==> config.mk <==
export PLATFORM = sky130hd
export DESIGN_NAME = lcz80_reg_dbg_flat
export DESIGN_NICKNAME = d
export VERILOG_FILES = /design/src/rtl/lcz80_reg_dbg_if.sv /design/src/rtl/lcz80_reg_dbg.sv /design/src/flat_wrapper.sv
export SDC_FILE = /design/constraint.sdc
export NUM_CORES = 1
export LEC_CHECK = 0
export CAP_MARGIN = 15
export CORE_MARGIN = 2
export CORE_UTILIZATION = 36
export DETAILED_ROUTE_END_ITERATION = 12
export GPL_ROUTABILITY_DRIVEN = 0
export PLACE_DENSITY = 0.83
export SYNTH_ARGS = -nofsm -noshare
export SYNTH_HDL_FRONTEND = slang
export SYNTH_SLANG_ARGS = --single-unit
==> constraint.sdc <==
create_clock -name clk -period 2 [get_ports clk]
set_input_delay 0.3 -clock clk [delete_from_list [all_inputs] [get_ports clk]]
set_output_delay 0.3 -clock clk [all_outputs]
set_load 0.02 [all_outputs]
==> src/rtl/lcz80_reg_dbg_if.sv <==
// Debug host handshake bundle for lcz80_reg_dbg: command, dump stream and load stream.
// The host drives the master side and the controller is the slave.
interface lcz80_reg_dbg_if;
  logic        cmd_valid;
  logic        cmd_op;
  logic        cmd_ready;
  logic        dout_valid;
  logic        dout_ready;
  logic [15:0] dout_data;
  logic [2:0]  dout_idx;
  logic        din_valid;
  logic        din_ready;
  logic [15:0] din_data;
  logic        done;

  modport master (
    output cmd_valid, cmd_op, dout_ready, din_valid, din_data,
    input  cmd_ready, dout_valid, dout_data, dout_idx, din_ready, done
  );

  modport slave (
    input  cmd_valid, cmd_op, dout_ready, din_valid, din_data,
    output cmd_ready, dout_valid, dout_data, dout_idx, din_ready, done
  );
endinterface

==> src/rtl/lcz80_reg_dbg.sv <==
// Arbitrates the Z80 register file A port between the core and a debug host,
// stalling the core at an instruction boundary to dump or load all 8 pairs.
module lcz80_reg_dbg (
  input  logic       clk,
  input  logic       rst_n,
  input  logic [2:0] core_addra,
  input  logic [7:0] core_dih,
  input  logic [7:0] core_dil,
  input  logic       core_weh,
  input  logic       core_wel,
  input  logic       core_cen,
  input  logic       core_idle,
  output logic       core_stall,
  output logic [2:0] rf_addra,
  output logic [7:0] rf_dih,
  output logic [7:0] rf_dil,
  output logic       rf_weh,
  output logic       rf_wel,
  output logic       rf_cen,
  input  logic [7:0] rf_doah,
  input  logic [7:0] rf_doal,
  lcz80_reg_dbg_if.slave dbg
);

  typedef enum logic [2:0] {
    S_IDLE, S_WAIT, S_DUMP, S_DRAIN, S_LOAD, S_DONE
  } state_t;

  state_t      state_q, state_d;
  logic        op_q, op_d;
  logic [2:0]  idx_q, idx_d;
  logic        dout_valid_q, dout_valid_d;
  logic [15:0] dout_data_q, dout_data_d;
  logic [2:0]  dout_idx_q, dout_idx_d;

  always_ff @(posedge clk or negedge rst_n) begin
    if (!rst_n) begin
      state_q      <= S_IDLE;
      op_q         <= 1'b0;
      idx_q        <= 3'd0;
      dout_valid_q <= 1'b0;
      dout_data_q  <= 16'd0;
      dout_idx_q   <= 3'd0;
    end else begin
      state_q      <= state_d;
      op_q         <= op_d;
      idx_q        <= idx_d;
      dout_valid_q <= dout_valid_d;
      dout_data_q  <= dout_data_d;
      dout_idx_q   <= dout_idx_d;
    end
  end

  always_comb begin
    state_d      = state_q;
    op_d         = op_q;
    idx_d        = idx_q;
    dout_valid_d = dout_valid_q;
    dout_data_d  = dout_data_q;
    dout_idx_d   = dout_idx_q;
    case (state_q)
      S_IDLE: begin
        if (dbg.cmd_valid) begin
          op_d    = dbg.cmd_op;
          idx_d   = 3'd0;
          state_d = S_WAIT;
        end
      end
      S_WAIT: begin
        if (core_idle) state_d = op_q ? S_LOAD : S_DUMP;
      end
      S_DUMP: begin
        // A new beat may replace the held one in the same cycle it is taken.
        if (!dout_valid_q || dbg.dout_ready) begin
          dout_data_d  = {rf_doah, rf_doal};
          dout_idx_d   = idx_q;
          dout_valid_d = 1'b1;
          if (idx_q == 3'd7) state_d = S_DRAIN;
          else               idx_d   = idx_q + 3'd1;
        end
      end
      S_DRAIN: begin
        if (dout_valid_q && dbg.dout_ready) begin
          dout_valid_d = 1'b0;
          state_d      = S_DONE;
        end
      end
      S_LOAD: begin
        if (dbg.din_valid) begin
          if (idx_q == 3'd7) state_d = S_DONE;
          else               idx_d   = idx_q + 3'd1;
        end
      end
      S_DONE:  state_d = S_IDLE;
      default: state_d = S_IDLE;
    endcase
  end

  always_comb begin
    core_stall    = 1'b1;
    dbg.cmd_ready = 1'b0;
    dbg.din_ready = 1'b0;
    dbg.done      = 1'b0;
    rf_addra      = idx_q;
    rf_dih        = dbg.din_data[15:8];
    rf_dil        = dbg.din_data[7:0];
    rf_weh        = 1'b0;
    rf_wel        = 1'b0;
    rf_cen        = 1'b0;
    case (state_q)
      S_IDLE: begin
        core_stall    = 1'b0;
        dbg.cmd_ready = 1'b1;
        rf_addra      = core_addra;
        rf_dih        = core_dih;
        rf_dil        = core_dil;
        rf_weh        = core_weh;
        rf_wel        = core_wel;
        rf_cen        = core_cen;
      end
      S_LOAD: begin
        dbg.din_ready = 1'b1;
        rf_weh        = dbg.din_valid;
        rf_wel        = dbg.din_valid;
        rf_cen        = dbg.din_valid;
      end
      S_DONE:  dbg.done = 1'b1;
      default: ;
    endcase
  end

  assign dbg.dout_valid = dout_valid_q;
  assign dbg.dout_data  = dout_data_q;
  assign dbg.dout_idx   = dout_idx_q;

endmodule
==> src/flat_wrapper.sv <==
// flat-port wrapper written by rule: the top's interface ports become plain ports
module lcz80_reg_dbg_flat 
  (clk, rst_n, core_addra, core_dih, core_dil, core_weh, core_wel, core_cen, core_idle, core_stall, rf_addra, rf_dih, rf_dil, rf_weh, rf_wel, rf_cen, rf_doah, rf_doal, dbg_cmd_valid, dbg_cmd_op, dbg_dout_ready, dbg_din_valid, dbg_din_data, dbg_cmd_ready, dbg_dout_valid, dbg_dout_data, dbg_dout_idx, dbg_din_ready, dbg_done);
  lcz80_reg_dbg_if dbg_i ();
  input  logic clk;
  input  logic rst_n;
  input  logic [2:0] core_addra;
  input  logic [7:0] core_dih;
  input  logic [7:0] core_dil;
  input  logic core_weh;
  input  logic core_wel;
  input  logic core_cen;
  input  logic core_idle;
  output logic core_stall;
  output logic [2:0] rf_addra;
  output logic [7:0] rf_dih;
  output logic [7:0] rf_dil;
  output logic rf_weh;
  output logic rf_wel;
  output logic rf_cen;
  input  logic [7:0] rf_doah;
  input  logic [7:0] rf_doal;
  input wire logic [$bits(dbg_i.cmd_valid)-1:0] dbg_cmd_valid;
  input wire logic [$bits(dbg_i.cmd_op)-1:0] dbg_cmd_op;
  input wire logic [$bits(dbg_i.dout_ready)-1:0] dbg_dout_ready;
  input wire logic [$bits(dbg_i.din_valid)-1:0] dbg_din_valid;
  input wire logic [$bits(dbg_i.din_data)-1:0] dbg_din_data;
  output wire logic [$bits(dbg_i.cmd_ready)-1:0] dbg_cmd_ready;
  output wire logic [$bits(dbg_i.dout_valid)-1:0] dbg_dout_valid;
  output wire logic [$bits(dbg_i.dout_data)-1:0] dbg_dout_data;
  output wire logic [$bits(dbg_i.dout_idx)-1:0] dbg_dout_idx;
  output wire logic [$bits(dbg_i.din_ready)-1:0] dbg_din_ready;
  output wire logic [$bits(dbg_i.done)-1:0] dbg_done;
  assign dbg_i.cmd_valid = dbg_cmd_valid;
  assign dbg_i.cmd_op = dbg_cmd_op;
  assign dbg_i.dout_ready = dbg_dout_ready;
  assign dbg_i.din_valid = dbg_din_valid;
  assign dbg_i.din_data = dbg_din_data;
  assign dbg_cmd_ready = dbg_i.cmd_ready;
  assign dbg_dout_valid = dbg_i.dout_valid;
  assign dbg_dout_data = dbg_i.dout_data;
  assign dbg_dout_idx = dbg_i.dout_idx;
  assign dbg_din_ready = dbg_i.din_ready;
  assign dbg_done = dbg_i.done;
  lcz80_reg_dbg u_core (.clk(clk), .rst_n(rst_n), .core_addra(core_addra), .core_dih(core_dih), .core_dil(core_dil), .core_weh(core_weh), .core_wel(core_wel), .core_cen(core_cen), .core_idle(core_idle), .core_stall(core_stall), .rf_addra(rf_addra), .rf_dih(rf_dih), .rf_dil(rf_dil), .rf_weh(rf_weh), .rf_wel(rf_wel), .rf_cen(rf_cen), .rf_doah(rf_doah), .rf_doal(rf_doal), .dbg(dbg_i));
endmodule
==> results.txt <==
----------------------------------------------------
[Floorplan]
  Chip width ... 70.2 um
  Die height ... between 70 and 80 um
  DIE AREA ... 4920 um^2
  IO Count ... around 110
  Standard-cell row count ... 24
  Placeable core region ... 4290 um^2
  Starting density of the core ... a little under two fifths

[Placed design]
  # port buffers ... about 110
  Placed cell area ... 2740 um^2
  DP HPWL ... 3.46 mm

[Synthesis]
  Summed instance area of the synthesized netlist ... 1580 um^2
  Dominant synthesized flop cell ... sky130_fd_sc_hd__dfrtp_1
  Count of different cell masters after synthesis ... 34
  Number of register bits inferred by synthesis ... 27
  Synthesized area per cell ... 12.5 um^2
  Share of the yosys chip area belonging to registers ... 42.9%
  Yosys warning count ... 0
  Post-synth net total ... 189
  Number of flops mapped to enable cells by yosys ... 0
  Number of instances in the synthesized netlist ... 126
  Synth async-reset ratio ... between 90% and 100%

[Layout]
  N_diodes ... 0
  Final cell utilization of the core ... 67.9%
  Area growth, synth to finish ... 85.0%
  Fraction of layout instances using a drive strength above 1 ... 34.4%
  Post-Layout Inst Area ... between 2000 and 3000 um^2
  Number of nets in the finished design ... 311

[CTS]
  CTS max path bufs ... 2
  Clock H-tree levels ... 1
  Clk_lat worst skew ... 0.27 ns
  Post-CTS clock slew at the launch and capture registers of the worst setup and hold paths ... 0.09 ns
  Clock Sink Count ... 27
  TritonCTS clock tree ... built
  Number of buffers created by CTS ... 3
  CTS Root Cell ... sky130_fd_sc_hd__clkbuf_8

[Flow run]
  Max-capacitance violation count ... 0

[Timing]
  Transition time at the pin with the least slew margin ... roughly 0.35 ns
  Peak clock frequency supported by timing ... between 400 and 500 MHz
  Final-report setup violation count ... 18
  Final hold vios ... 0
  Count of final max-slew check failures ... 0
  Share of the clock period used by the worst path after layout ... 105%
  Unrepaired setup endpoints after global routing ... true
  Remaining max-slew budget at the tightest pin ... 76.7%
  Final Skew ... ~0.0013 ns
  Setup ws final ... -0.0997 ns
  Post-layout minimum cycle time ... 2.10 ns

[Worst setup path]
  Element type at the critical path start ... flip-flop
  Critical Path End Type ... output pin
  Worst endpoint data arrival time ... between 1.5 and 2 ns
  Data required time at the worst endpoint ... 1.70 ns
  Maximum fanout along the worst path ... 6
  Kind of critical path ... flip-flop to output pin

[Drt]
  Number of DRC violations after detailed-routing iteration 0 ... 22
  Count of vias placed by the detailed router ... 1356
  Remaining antenna violation count ... 0
  Routed wirelength normalized by instance count ... 15.3 um
  Via-per-instance ratio ... between 4 and 5
  Pre-antenna DRT Iters ... 4
  WL final ... between 4 and 5 mm
  Number of DRC violations after detailed routing ... 0

[Global routing]
  Number of antenna violations at the first check in global routing ... 0
  Global-route usage over all layers ... around 18%
  Largest net degree at the start of global routing ... 28
  Global route total overflow ... 0
  First-pass GRT wire length ... 6.83 mm
  Vias in the first global route ... 1386

[Run status]
  Failing checks ... negative setup slack
  Status ... complete, but fails checks

[Power]
  Power density relative to cell area ... roughly 1500 nW/um^2
  Leakage ... 1.34 nW
  Maximum ir drop on the vdd rail ... 634 uV

[Hold path]
  Hold crit path type ... input port to async pin

----------------------------------------------------
==> cell type report <==
type	count	area, um^2
fillers	344	1380
clock inverters	1	5.00
flip-flops and latches	27	677
repair buffers	124	1250
well taps	52	65.1
multi-input cells	86	852
inverters	6	22.5
clock buffers	3	41.3
==> routing by layer <==
metal	GRT usage (%)	vias up	share of wire, %
met5	0	-	0
met4	7.05	0	1.7
met3	3.03	6	3.1
met2	30.5	27	52
met1	21.5	638	43
li1	-	685	-
==> where the power goes <==
group          switching, mW  internal (mW)  leakage (nW)
clock                  0.168          0.140        0.0255
sequential             0.154          0.793         0.329
combinational           1.34           1.74         0.983
==> synth_stat cells (2+ instances only) <==
| cell type | count | share of area (%) |
|---|---|---|
| sky130_fd_sc_hd__dfrtp_1 | 27 | 43 |
| sky130_fd_sc_hd__mux2_2 | 24 | 17 |
| sky130_fd_sc_hd__mux2_4 | 11 | 10 |
| sky130_fd_sc_hd__nand2_1 | 8 | 1.9 |
| sky130_fd_sc_hd__a21oi_1 | 5 | 1.6 |
| sky130_fd_sc_hd__buf_6 | 5 | 3.6 |
| sky130_fd_sc_hd__inv_1 | 5 | 1.2 |
| sky130_fd_sc_hd__nor2_1 | 4 | 0.95 |
| sky130_fd_sc_hd__mux2_1 | 3 | 2.1 |
| sky130_fd_sc_hd__nand2b_1 | 3 | 1.2 |
| sky130_fd_sc_hd__o21ai_0 | 3 | 0.95 |
| sky130_fd_sc_hd__a31oi_1 | 2 | 0.79 |
| sky130_fd_sc_hd__ha_1 | 2 | 1.6 |
| sky130_fd_sc_hd__mux2i_1 | 2 | 1.3 |
| sky130_fd_sc_hd__nand3_1 | 2 | 0.63 |
| sky130_fd_sc_hd__nor3_1 | 2 | 0.63 |
==> cell families after synthesis <==
kind of cell	count (synthesis)	share of synthesized area (%)
muxes	40	31.0
adders and majority gates	2	1.59
DFF	27	42.9
buffers and inverters	13	5.71
xor gates and xnor gates	1	0.556
and+or+nand+nor	28	11.1
AOI/OAI and AO/OA	15	7.14
==> sequential cells by signal (all words and copies together), names as in the netlist <==
name / cells
u_core.dbg.dout_data: 16
u_core.op_q: 1
u_core.dbg.dout_valid: 1
u_core.dbg.dout_idx: 3
u_core.state_q: 3
u_core.idx_q: 3
==> path summary, 6_finish.rpt <==
check,slack (ns),start,cells after the start,end
worst max-delay path,-0.1,u_core.state_q[1],6,rf_dil[2]
worst min-delay path,0.40,rst_n,2,u_core.dbg.dout_data[15]
worst max register to register,0.17,u_core.idx_q[0],6,u_core.idx_q[0]
worst min register to register,0.51,u_core.dbg.dout_data[15],1,u_core.dbg.dout_data[15]
max in group asynchronous,1.32,rst_n,2,u_core.state_q[2]
min in group clk,0.51,u_core.dbg.dout_data[15],1,u_core.dbg.dout_data[15]
==> layout by cell type (no fill, tap or decap), drive strengths merged <==
cell type      count
inv                6
clkdlybuf4s15      1
buf               36
o21bai             1
nand3b             1
nor3               3
a2111oi            1
mux2              38
a31oi              2
clkinv             1
a21oi              5
nand4              1
a21o               1
nand2b             4
clkbuf             4
a211o              1
mux2i              2
dfrtp             27
nor2               5
dlygate4sd2        5
or2                1
o21ai              3
ha                 2
clkdlybuf4s50     81
nand2              9
xnor2              1
and2               1
and3               1
nand3              2
a41oi              1
==> repair_timing <==
action                     in CTS  in global routing
hold buffers                    0                  0
setup buffers                   6                  1
cloned                          0                  1
pin swaps                       0                  2
resized for setup              87                 47
setup endpoints to repair      26                 19
==> through the flow <==
step	TNS (ns)	std cells	hold slack [ns]	total power [mW]	setup WS [ns]
2_1_floorplan	0	126	0.00441	2.55	0.241
3_3_place_gp	-0.867	287	0.487	3.69	-0.0584
3_5_place_dp	-1.35	287	0.492	3.74	-0.0964
4_1_cts	-0.735	297	0.405	4.00	-0.112
5_1_grt	-2.09	299	0.411	4.57	-0.157
6_report	-0.958	299	0.399	4.34	-0.0997
==> worst max-delay path: stages, from the launching register on <==
cell and delay (ns):
sky130_fd_sc_hd__dfrtp_1 0.40, sky130_fd_sc_hd__or2_4 0.28, sky130_fd_sc_hd__nor2_8 0.18, sky130_fd_sc_hd__buf_12 0.14, sky130_fd_sc_hd__buf_4 0.10, sky130_fd_sc_hd__mux2_4 0.30, sky130_fd_sc_hd__buf_6 0.13
Power figures use the tool's default switching activity.
